--- src/rtl/serial_frame_capture.sv ---
// Serial-to-parallel capture of a data/clk/latch shift chain, all sampled in i_clk.
// Commits correctly sized frames on the latch edge and flags short or overlong ones.
module serial_frame_capture #(
    parameter int SHIFT_WIDTH  = 48,
    parameter int MSB_FIRST    = 1,
    parameter int SYNC_STAGES  = 2,
    parameter int CHECK_LENGTH = 1,
    parameter int FCOUNT_WIDTH = 8,
    localparam int CW          = $clog2(SHIFT_WIDTH + 2)
) (
    input  logic                    i_clk,
    input  logic                    i_reset_n,
    input  logic                    i_en,
    input  logic                    i_serial_data,
    input  logic                    i_serial_clk,
    input  logic                    i_serial_latch,
    output logic [SHIFT_WIDTH-1:0]  o_parallel_data,
    output logic                    o_valid,
    output logic                    o_frame_err,
    output logic [CW-1:0]           o_bit_count,
    output logic [FCOUNT_WIDTH-1:0] o_frame_count
);

    localparam logic [CW-1:0] FULL_CNT = CW'(SHIFT_WIDTH);
    localparam logic [CW-1:0] MAX_CNT  = CW'(SHIFT_WIDTH + 1);

    typedef enum logic [1:0] {IDLE, SHIFT, OVER} state_t;

    state_t                 r_state;
    logic [SYNC_STAGES-1:0] r_sync_d, r_sync_c, r_sync_l;
    logic                   r_clk_q, r_lat_q;
    logic [SHIFT_WIDTH-1:0] r_shift;

    logic                   w_data, w_clk_rise, w_lat_rise, w_commit;
    logic [SHIFT_WIDTH-1:0] w_shift_nxt;
    logic [CW-1:0]          w_count_nxt;

    assign w_data     = r_sync_d[SYNC_STAGES-1];
    assign w_clk_rise = i_en & r_sync_c[SYNC_STAGES-1] & ~r_clk_q;
    assign w_lat_rise = i_en & r_sync_l[SYNC_STAGES-1] & ~r_lat_q;

    // A clk edge coincident with the latch edge is folded into the frame being closed.
    always_comb begin
        w_shift_nxt = r_shift;
        w_count_nxt = o_bit_count;
        if (w_clk_rise) begin
            if (MSB_FIRST != 0) w_shift_nxt = {r_shift[SHIFT_WIDTH-2:0], w_data};
            else                w_shift_nxt = {w_data, r_shift[SHIFT_WIDTH-1:1]};
            if (o_bit_count != MAX_CNT) w_count_nxt = o_bit_count + 1'b1;
        end
        w_commit = w_lat_rise & ((CHECK_LENGTH == 0) || (w_count_nxt == FULL_CNT));
    end

    // Synchronisers and edge registers run regardless of i_en so re-enabling makes no false edge.
    always_ff @(posedge i_clk or negedge i_reset_n) begin
        if (!i_reset_n) begin
            r_sync_d <= '0;
            r_sync_c <= '0;
            r_sync_l <= '0;
            r_clk_q  <= 1'b0;
            r_lat_q  <= 1'b0;
        end else begin
            r_sync_d <= {r_sync_d[SYNC_STAGES-2:0], i_serial_data};
            r_sync_c <= {r_sync_c[SYNC_STAGES-2:0], i_serial_clk};
            r_sync_l <= {r_sync_l[SYNC_STAGES-2:0], i_serial_latch};
            r_clk_q  <= r_sync_c[SYNC_STAGES-1];
            r_lat_q  <= r_sync_l[SYNC_STAGES-1];
        end
    end

    always_ff @(posedge i_clk or negedge i_reset_n) begin
        if (!i_reset_n) begin
            r_state         <= IDLE;
            r_shift         <= '0;
            o_parallel_data <= '0;
            o_valid         <= 1'b0;
            o_frame_err     <= 1'b0;
            o_bit_count     <= '0;
            o_frame_count   <= '0;
        end else begin
            o_valid     <= 1'b0;
            o_frame_err <= 1'b0;
            if (!i_en) begin
                r_state     <= IDLE;
                o_bit_count <= '0;
            end else begin
                r_shift <= w_shift_nxt;
                if (w_lat_rise) begin
                    r_state     <= IDLE;
                    o_bit_count <= '0;
                    if (w_commit) begin
                        o_parallel_data <= w_shift_nxt;
                        o_valid         <= 1'b1;
                        o_frame_count   <= o_frame_count + 1'b1;
                    end else begin
                        o_frame_err <= 1'b1;
                    end
                end else begin
                    o_bit_count <= w_count_nxt;
                    case (r_state)
                        IDLE:    if (w_clk_rise) r_state <= SHIFT;
                        SHIFT:   if (w_clk_rise && w_count_nxt == MAX_CNT) r_state <= OVER;
                        OVER:    r_state <= OVER;
                        default: r_state <= IDLE;
                    endcase
                end
            end
        end
    end

endmodule
--- config.mk ---
export PLATFORM = sky130hd
export DESIGN_NAME = serial_frame_capture
export DESIGN_NICKNAME = d
export VERILOG_FILES = /design/src/rtl/serial_frame_capture.sv
export SDC_FILE = /design/constraint.sdc
export NUM_CORES = 1
export LEC_CHECK = 0
export CORE_MARGIN = 2
export CORE_UTILIZATION = 58
export CTS_CLUSTER_DIAMETER = 30
export DETAILED_ROUTE_END_ITERATION = 10
export GPL_ROUTABILITY_DRIVEN = 0
export GPL_TIMING_DRIVEN = 0
export PLACE_DENSITY = 0.85
export SLEW_MARGIN = 20
export SYNTH_ARGS = -nofsm -noshare
export SYNTH_HDL_FRONTEND = slang
export SYNTH_SLANG_ARGS = --single-unit
--- constraint.sdc ---
create_clock -name i_clk -period 5.3 [get_ports i_clk]
set_input_delay 1.325 -clock i_clk [delete_from_list [all_inputs] [get_ports i_clk]]
set_output_delay 1.325 -clock i_clk [all_outputs]
set_load 0.01 [all_outputs]
==> out/qor.csv <==
metric;value;unit
status;finished clean;
warning count from the yosys run;0;
average detailed-routed wire length per instance;16.1;microns
setup slack of the most critical reg-to-reg path;2.52;ns
overflow left after global routing;0;
setup repair after global routing missed its margin;false;
cell at the slowest stage of the critical path;sky130_fd_sc_hd__nor4_4;
H-tree depth;4;
total chip power;2.08;mW
Synth Area per Inst;11.8;sq um
minimum period implied by the final worst setup slack;3.76;ns
CTS Sinks;120;
ports placed on the boundary;70;
detailed-routing iteration count for the pre-antenna-repair pass;4;
clock transition at the registers of the reported paths;0.06;ns
floorplan die area;0.00891;sq mm
crit share post-route;71.0;%
required time at the endpoint of the critical path;5.68;ns
worst setup path category;input port to flip-flop;
post-route core utilization;78.7;%
PortBufs;69;
Floorplan Core Area;0.00781;sq mm
startpoint kind of the worst setup timing path;input port;
cell row count;32;
peak clock frequency supported by timing;266;MHz
FFs w/ async S/R, synth;100;%
kind of end point of the critical path;flip-flop;
Critical Path AT;4.14;ns
Max Root-Sink Buffers;2;
main flop type after synthesis;sky130_fd_sc_hd__dfrtp_1;
Slowest Stage Delay on Critical Path;0.62;ns
ratio of cells with drive above 1 in the final layout;19.1;%
post-DR vias/cell;5.42;
synthesis-stage register bit count;120;
layout net count;499;
largest voltage drop on the vdd net;0.240;mV
post-cts hold buffer count;0;
number of cells upsized or downsized after cts;0;
number of antenna violations at the first check in global routing;0;
fraction of the yosys area taken by sequential cells;63.4;%
Worst Min Path Start;r_sync_d[0];
x dimension of the die;94.4;microns
number of distinct library cells after synthesis;38;
final cell count without fillers;605;
cell-by-cell listing of the critical path;clkdlybuf4s50_1 > nand3b_1 > buf_2 > a21oi_1 > xor2_2 > nor4_4 > buf_6 > mux2_2;
fraction of synthesized cell area taken by the top area cell type;63.4;%
reg2reg end;o_parallel_data[1];
Min-Delay Endpoint;r_sync_d[1];
global-route wire length before repair;16400;microns
Final setup viols;0;
Residual DRC;0;
number of cells produced by synthesis;401;
worst slack on hold paths;0.350;ns
die height;94.4;microns
TritonCTS Buffers;17;
number of instances in the placed design;573;
initial core utilization;60.7;%
clock tree from TritonCTS;done;
area overhead of the layout relative to synthesis;29.8;%
iteration-0 DRC count of the detailed router;242;
relative slew slack;57.9;%
later-pin clock latency in the skew report;0.50;ns
maximum fanout along the worst path;10;
number of antenna diodes;0;
Netlist Area Pre-Place;0.00474;sq mm
cell types with the largest area share after synthesis;sky130_fd_sc_hd__dfrtp_1, sky130_fd_sc_hd__nand2_1, sky130_fd_sc_hd__mux2_2;
max-capacitance violation count;0;
cell type with the largest total area after synthesis;sky130_fd_sc_hd__dfrtp_1;
HP Class;flip-flop to flip-flop;
Routed Antenna Nets;0;
root buf cell;sky130_fd_sc_hd__clkbuf_8;
number of enable flip-flop cells after synthesis;0;
count of cells along the worst hold path;0;
final routed wirelength across all metal layers;9710;microns
depth of the most critical reg-to-reg path;7;
final clock skew;0.00757;ns
Max Slew Vio Count;0;
total via count after detailed routing;3280;
syn_nets;410;
global routing usage summed across all routing layers;24.2;%
Critical R2R Launch;r_clk_q;
half-perimeter wire length of the detailed placement result;6140;microns
maximum number of pins on one net before global-route repair;70;
Fin. Hold Viols;0;
leakage power;3.09;nW
Worst Max-Slew Pin Slew;0.628;ns
PwrDens;338;mW/mm^2
number of global-route vias before repair;3354;
Post CTS Setup Buffer Count;0;
## Yosys cell counts (2+ instances only)
master                     number
sky130_fd_sc_hd__nor2_1         5
sky130_fd_sc_hd__nor4_1         8
sky130_fd_sc_hd__dfrtp_1      120
sky130_fd_sc_hd__inv_1          3
sky130_fd_sc_hd__and3b_1        2
sky130_fd_sc_hd__ha_1           3
sky130_fd_sc_hd__clkbuf_1       9
sky130_fd_sc_hd__buf_1          3
sky130_fd_sc_hd__mux2_2        48
sky130_fd_sc_hd__and3_1         3
sky130_fd_sc_hd__nand2_1      148
sky130_fd_sc_hd__nand3b_1       2
sky130_fd_sc_hd__nand4_1        4
sky130_fd_sc_hd__nand3_1        3
sky130_fd_sc_hd__nor3_1         2
sky130_fd_sc_hd__mux2_1         2
sky130_fd_sc_hd__a21oi_1        3
sky130_fd_sc_hd__buf_6          6
sky130_fd_sc_hd__xor2_1         8
## sequential cells by signal, summed over array words and instances (netlist names), 2 cells and up
register,count
o_bit_count,6
o_frame_count,8
o_parallel_data,48
r_shift,48
r_sync_c,2
r_sync_d,2
r_sync_l,2
## layout make-up
cell class	instances	area [sq um]
Tap cell	102	128
Clock buffer	19	442
Multi-Input combinational cell	259	1610
Clock inverter	13	121
Timing Repair Buffer	70	719
Fill cell	462	1660
Sequential cell	120	3000
Inverter	3	11.3
Buffer	19	118
## power breakdown
| part | switching, mW | internal, mW |
|---|---|---|
| logic | 0.0492 | 0.0184 |
| clock network | 0.417 | 0.649 |
| registers | 0.0106 | 0.936 |
## worst max path at each step
stage / end / cells past startpoint / startpoint
floorplan: o_parallel_data[21] / 7 / i_en
global placement: o_parallel_data[23] / 1 / i_reset_n
CTS: o_parallel_data[1] / 8 / i_en
finish: o_parallel_data[1] / 8 / i_en
detailed placement: o_parallel_data[35] / 8 / i_en
global route: o_parallel_data[45] / 8 / i_en
## per-stage QoR
| step | setup WS [ns] | setup TNS [ns] | instance area (sq um) |
|---|---|---|---|
| detailed placement | 1.15 | 0 | 5580 |
| global route | 1.40 | 0 | 6150 |
| finish | 1.54 | 0 | 6150 |
| global placement | -1.43 | -170.77 | 5560 |
| CTS | 1.57 | 0 | 6150 |
| floorplan | 2.11 | 0 | 4740 |
## cell families (layout without fill, tap and decap cells)
logic type	Yosys count	count (layout)	share of synthesized area, %
AOI/OAI and AO/OA	10	10	2.01
DFF	120	120	63.4
muxes	50	50	11.9
adders and majority gates	3	3	0.792
xor gates and xnor gates	10	10	2.01
and+or+nand+nor	186	186	17.2
buffers and inverters	22	124	2.72
## layout by cell type, fill, tap and decap left out, types with 2 or more instances in the layout
cell type / count
sky130_fd_sc_hd__and3_1: 3
sky130_fd_sc_hd__buf_1: 3
sky130_fd_sc_hd__xor2_1: 8
sky130_fd_sc_hd__nor2_1: 5
sky130_fd_sc_hd__clkinv_2: 2
sky130_fd_sc_hd__nor4_1: 8
sky130_fd_sc_hd__clkbuf_16: 16
sky130_fd_sc_hd__inv_1: 3
sky130_fd_sc_hd__nand4_1: 4
sky130_fd_sc_hd__dfrtp_1: 120
sky130_fd_sc_hd__clkbuf_1: 9
sky130_fd_sc_hd__clkdlybuf4s50_1: 68
sky130_fd_sc_hd__clkinvlp_4: 5
sky130_fd_sc_hd__buf_6: 7
sky130_fd_sc_hd__nor3_1: 2
sky130_fd_sc_hd__nand3b_1: 2
sky130_fd_sc_hd__clkinv_4: 2
sky130_fd_sc_hd__nand2_1: 148
sky130_fd_sc_hd__nand3_1: 3
sky130_fd_sc_hd__clkbuf_8: 3
sky130_fd_sc_hd__ha_1: 3
sky130_fd_sc_hd__inv_6: 3
sky130_fd_sc_hd__and3b_1: 2
sky130_fd_sc_hd__a21oi_1: 3
sky130_fd_sc_hd__mux2_2: 48
sky130_fd_sc_hd__mux2_1: 2
## routing by layer
layer,up-vias,GRT usage (%),share of wire (%)
met3,18,4.71,4.1
met2,104,39.9,52
li1,1504,-,-
met1,1654,31.9,42
met5,-,0,0
met4,0,10.3,1.8
## critical path, delay by kind of cell
| family | cells | cell delay [ns] |
|---|---|---|
| compound gates | 1 | 0.35 |
| xor+xnor | 1 | 0.25 |
| buf+inv | 3 | 1.06 |
| mux | 1 | 0.36 |
| simple gates | 2 | 0.80 |
No activity file was read; power rests on OpenSTA's default activity.
